<file path="src/rtl/implication_sweep_checker_settle_ctr.sv">
// Settle down-counter: load restarts the hold period, expire flags its final cycle.
module sweep_settle_ctr #(
  parameter int SETTLE = 2
) (
  input  logic clk,
  input  logic rst_n,
  input  logic load,
  input  logic en,
  output logic expire
);

  logic [3:0] cnt;

  // Loading SETTLE-1 makes the hold last SETTLE cycles including the terminal one.
  always_ff @(posedge clk or negedge rst_n) begin
    if (!rst_n)                  cnt <= '0;
    else if (load)               cnt <= 4'(SETTLE - 1);
    else if (en && cnt != '0)    cnt <= cnt - 4'd1;
  end

  assign expire = (cnt == '0);

endmodule

</file>
<file path="config.mk">
export PLATFORM = sky130hd
export DESIGN_NAME = sweep_settle_ctr
export DESIGN_NICKNAME = d
export VERILOG_FILES = /design/src/rtl/implication_sweep_checker_settle_ctr.sv
export SDC_FILE = /design/constraint.sdc
export NUM_CORES = 1
export LEC_CHECK = 0
export CAP_MARGIN = 40
export CORE_AREA = 2 2 39 41
export DETAILED_ROUTE_END_ITERATION = 8
export DIE_AREA = 0 0 41 43
export SYNTH_ARGS = -nofsm -noshare
export SYNTH_HDL_FRONTEND = slang
export SYNTH_SLANG_ARGS = --single-unit
export TNS_END_PERCENT = 5
</file>
<file path="constraint.sdc">
create_clock -name clk -period 1.6 [get_ports clk]
set_clock_uncertainty 0.2 [all_clocks]
set_input_delay 0.24 -clock clk [delete_from_list [all_inputs] [get_ports clk]]
set_output_delay 0.24 -clock clk [all_outputs]
set_load 0.005 [all_outputs]
</file>
==> results of run 1 <==
## kinds of logic (layout without fill, tap and decap cells)
logic type	count (synthesis)	after routing	synth area share, %
flops	4	4	40.6
simple gates	11	11	30.5
compound gates	2	2	5.58
buf+inv	3	16	4.57
fa+ha+maj	2	2	10.2
mux	2	2	8.63
## critical path, cell delays in order, from the launching register on
cell and delay, ns:
dfrtp_1 0.36, inv_2 0.06, ha_4 0.15, nor3b_4 0.14, buf_6 0.13, nor2b_4 0.13, mux2_4 0.31
## layout make-up
class / instances / area (sq um)
fillers: 161 / 973
well taps: 16 / 20.0
clock buffers: 3 / 22.5
multi-input cells: 17 / 173
flip-flops and latches: 4 / 100
inverters: 3 / 11.3
repair buffers: 10 / 83.8
## layout by cell type, fill, tap and decap left out, types with 2 or more instances in the layout
| cell | Yosys | routed |
|---|---|---|
| buf_4 | 0 | 5 |
| clkbuf_4 | 0 | 3 |
| dfrtp_1 | 4 | 4 |
| nand2_1 | 2 | 2 |
| inv_2 | 0 | 2 |
| clkdlybuf4s50_1 | 0 | 3 |
| nor2_1 | 4 | 4 |
## where the power goes
part           internal, mW  switching (mW)
Combinational        0.0766          0.0514
Sequential            0.114          0.0125
Clock                0.0836          0.0363
Total                 0.274           0.100
## timing repair
| action | in CTS | in global routing |
|---|---|---|
| pin swaps | 2 | 1 |
| endpoints found under the setup margin | 3 | 4 |
| buffers inserted | 0 | 0 |
| gates cloned | 0 | 0 |
| gates resized for setup | 12 | 3 |
## Yosys cell counts
master	n
mux2_2	1
a31o_1	1
nor3b_2	1
ha_1	2
nand2_1	2
nor2b_1	1
mux2i_1	1
nor2_1	4
nor4_2	1
or4b_4	1
or3_2	1
a21oi_1	1
inv_1	3
dfrtp_1	4
## worst min path at each step
stage	to	slack (ns)
floorplan	cnt[0]	-0.26
global placement	cnt[0]	0.26
detailed placement	cnt[1]	0.26
CTS	cnt[0]	0.006
global route	cnt[0]	0.02
finish	cnt[0]	0.009
## metal layers
layer / global-route usage [%] / vias up
li1: - / 108
met1: 9.48 / 88
met2: 10.6 / 4
met3: 1.57 / 0
met4: 8.00 / 0
met5: 0 / -
==> run_results.csv, run 1 <==
group,metric,value,unit
outcome,status,"finished, final reports clean",
placement,placedCellCount,50,
setup_path,worst_setup_path_startpoint,"cnt[1]",
timing,drv_slew,0,
global_route,grt-ovfl-total,0,
placement,place_ws,-0.168,ns
clock_network,root_buffer,"clkbuf_4",
setup_path,r2r_slack,0.01,ns
route,vias,200,
timing,hold_ws,0.00920,ns
logic_synthesis,ys_types,14,
clock_network,insertion_delay,0.23,ns
finish,reg_top3,"cnt: 4 flops",
setup_path,start_kind,"register",
finish,largest_reg_flops,4,
setup_path,cp-end-kind,"register",
clock_network,cts_tree,"done",
job,drv_cap,0,
setup_path,worstPathArrival,1.50,ns
floorplanning,fp.coreArea,1380,sq um
route,totalWireLength,508,um
logic_synthesis,postSynthCellCount,24,
finish,stdcell_area,410,sq um
power,powerDensity,912,nW/um^2
floorplanning,num_rows,14,
route,met2_length,232,um
route,topRoutingLayerUsed,"met3",
global_route,grt_usage,7.87,%
route,drtAntennaViolNets,0,
clock_network,postCtsHoldBufs,0,
floorplanning,floorplan.initialDensity,17.8,%
timing,setup_viol,0,
logic_synthesis,ys_seq_area_share,40.6,%
clock_network,clock-sinks,4,
route,via_per_inst,3.77,
timing,setup_tns,0,ns
timing,setup_ws,0.0106,ns
floorplanning,chipHeight,43,um
power,ir_worst_vdd,377,uV
finish,layout.cells.non_filler,53,
placement,routabilityCongestion,0.702,
setup_path,critical_path_required,1.51,ns
floorplanning,dieArea,1760,sq um
finish,drive_gt1_share,54.1,%
clock_network,cts.clk_slew.worst_paths,0.04,ns
logic_synthesis,synth.top_cell.area_share,40.6,%
logic_synthesis,synth_seq_cells,4,
placement,port_buffers,4,
timing,rsz0062_at_grt,"yes",
power,p_total,374,uW
global_route,grt_max_degree,6,
route,wl_met3,24,um
route,dr.pass1.iters,2,
timing,slew_headroom,86.4,%
setup_path,endpoint,"cnt[1]",
finish,n_antenna_cell,0,
route,drtIter0Drc,2,
setup_path,r2r_start,"cnt[1]",
timing,max_slew.worst_pin.slew,0.203,ns
global_route,grt_pass1_vias,241,
timing,fin_crit_sh,99.3,%
setup_path,reg2reg_depth,6,
global_route,antenna_found_initial,0,
route,routedWlPerCell,9.58,um
logic_synthesis,synth_area_leaders,"dfrtp_1, ha_1, nor2_1",
placement,dp_hpwl,399,um
logic_synthesis,netlist_area,246,sq um
logic_synthesis,yosysTopAreaCell,"dfrtp_1",
finish,regMostFlops,"cnt",
finish,layout.nets,45,
clock_network,h-tree-depth,1,
placement,place_area,352,sq um
floorplanning,fp.dieW,41,um
setup_path,crit_type,"register to register",
route,drc_errors,0,
setup_path,cp_max_fo,3,
timing,max_freq,629,MHz
logic_synthesis,synth_fp_nets,30,
logic_synthesis,syn_area_per_cell,10.3,sq um
global_route,grt_pass1_wl,883,um
logic_synthesis,yosys_warnings,0,
route,wl_met1,252,um
timing,hold_viol_final,0,
min_path,hold_class,"input pin to async pin",
finish,fin_util,29.7,%
clock_network,cts_buffers,3,
clock_network,cts.path.max_buffers,2,
finish,area_growth,66.5,%
setup_path,r2r-end,"cnt[1]",
floorplanning,io_pins,5,
power,power.leakage,0.187,nW
timing,layout_min_cycle_time,1.59,ns
(Power assumes the default switching activity.)
==> run 2, diff against run 1 <==
==> constraint.sdc (replaced) <==
create_clock -name clk -period 1.6 [get_ports clk]
set_clock_uncertainty 0.2 [all_clocks]
set_input_delay 0.24 -clock clk [delete_from_list [all_inputs] [get_ports clk]]
set_output_delay 0.24 -clock clk [all_outputs]
set_load 0.1 [all_outputs]
==> run_results.csv, run 2 (synthesis results as in run 1) <==
group,metric,value,unit
outcome,status,"finished with violations",
outcome,violations,"setup timing",
route,drtAntennaViolNets,0,
route,drc_errors,0,
route,vias,241,
global_route,antenna_found_initial,0,
global_route,grt_pass1_vias,253,
global_route,grt_max_degree,8,
timing,fin_crit_sh,106,%
clock_network,cts.path.max_buffers,2,
setup_path,path_delay_family,"flip-flops",
timing,layout_min_cycle_time,1.69,ns
power,power.leakage,0.211,nW
clock_network,h-tree-depth,1,
route,via_per_inst,4.08,
timing,max_slew.worst_pin.slew,0.286,ns
floorplanning,io_pins,5,
global_route,grt_pass1_wl,959,um
power,powerDensity,962,nW/um^2
setup_path,r2r_start,"cnt[1]",
setup_path,worstPathArrival,1.25,ns
min_path,hold_path_startpoint,"cnt[2]",
setup_path,endpoint,"expire",
finish,reg_top3,"cnt: 4 flops",
clock_network,clock-sinks,4,
global_route,grt-ovfl-total,0,
min_path,whs_path_depth,2,
clock_network,cts_buffers,3,
placement,place_ws,-0.152,ns
setup_path,crit_slowest_cell,"dfrtp_1",
finish,nFillCells,154,
timing,max_freq,592,MHz
setup_path,r2r-end,"cnt[2]",
finish,fin_util,33.3,%
route,dr.pass1.iters,1,
setup_path,max_stage_delay,0.38,ns
finish,layout.cells.non_filler,59,
setup_path,crit_type,"register to output pin",
floorplanning,fp.coreArea,1380,sq um
timing,rsz0062_at_grt,"yes",
finish,regMostFlops,"cnt",
clock_network,cts_tree,"done",
global_route,gr-usage-met3,4.71,%
power,p_total,443,uW
finish,n_antenna_cell,0,
placement,placedCellCount,50,
timing,hold_viol_final,0,
setup_path,worstPathCellList,"inv_2 > ha_4 > nor3b_4 > buf_12",
timing,drv_slew,0,
setup_path,cp-end-kind,"output pin",
global_route,grt_usage,8.67,%
setup_path,crit_buf_inv,2,
timing,setup_ws,-0.0896,ns
finish,largest_reg_flops,4,
timing,slew_headroom,80.9,%
placement,dp_hpwl,427,um
floorplanning,fp.dieW,41,um
floorplanning,dieArea,1760,sq um
clock_network,cts.clk_slew.worst_paths,0.04,ns
setup_path,r2r_slack,-0.07,ns
placement,port_buffers,4,
floorplanning,chipHeight,43,um
global_route,grt_use_met1,8.47,%
route,drtIter0Drc,0,
finish,layout.nets,51,
finish,area_growth,86.8,%
global_route,top_usage_layer,"met2",
placement,routabilityCongestion,0.696,
setup_path,reg2reg_depth,8,
global_route,grtUsageMet2,13.1,%
finish,final_cell_mix,"buf_4, nor2_1, dfrtp_1",
route,totalWireLength,537,um
job,drv_cap,0,
floorplanning,num_rows,14,
timing,setup_viol,3,
finish,layout_commonest_cell,"buf_4",
power,ir_worst_vdd,305,uV
timing,setup_tns,-0.213,ns
min_path,hold_class,"register to register",
finish,drive_gt1_share,58.1,%
clock_network,root_buffer,"clkbuf_4",
route,routedWlPerCell,9.10,um
setup_path,cp_max_fo,2,
setup_path,critical_path_required,1.16,ns
setup_path,path_depth,4,
setup_path,worst_setup_path_startpoint,"cnt[1]",
floorplanning,floorplan.initialDensity,17.8,%
setup_path,start_kind,"register",
clock_network,insertion_delay,0.23,ns
## run 2: cell count changes in the layout (fill, tap and decap cells not counted), sizes merged
cell,previous run,this run
buf,7,12
dlygate4sd3,0,1
## run 2: repair_timing
item | CTS | global route
gates resized for setup | 6 | 0
buffers inserted | 3 | 2
hold buffers | 1 | 0
pin swaps | 3 | 1
setup endpoints to repair | 5 | 5
hold endpoints to repair | 2 | 0
## run 2: worst min path at each step
stage              to  slack (ns)
2_1_floorplan  cnt[0]       -0.26
3_3_place_gp   cnt[3]        0.25
3_5_place_dp   cnt[2]        0.25
4_1_cts        cnt[2]        0.43
5_1_grt        cnt[3]        0.46
6_report       cnt[2]        0.42
## run 2: per-stage QoR
stage,hold slack [ns],area [sq um]
after global placement,0.250,370
after CTS,0.428,445
after floorplan,-0.256,255
after detailed placement,0.253,370
final,0.423,460
after global routing,0.459,460
## run 2: final cells by class
cell class,count,area [sq um],area share (%)
clock buffers,3,22.5,4.89
inverters,3,11.3,2.45
multi-input cells,17,164,35.6
flip-flops and latches,4,100,21.7
well taps,16,20.0,4.35
repair buffers,16,143,31.0
## run 2: routing by layer
metal  vias up  part of all wire, %
met5         -                    0
met3         0                  3.0
met4         0                    0
li1        122                    -
met1       115                   36
met2         4                   61
## run 2: power breakdown
group | total [mW] | internal (mW) | leakage, nW | switching [mW]
Clock | 0.123 | 0.0838 | 0.0138 | 0.0395
Combinational | 0.193 | 0.104 | 0.146 | 0.0890
Sequential | 0.127 | 0.114 | 0.0512 | 0.0128
Total | 0.443 | 0.302 | 0.211 | 0.141
## run 2: tightest hold or removal path, cell delays in order, from the launching register on
cell and delay, ns:
dfrtp_1 0.42, nand2_1 0.10, a21oi_2 0.06
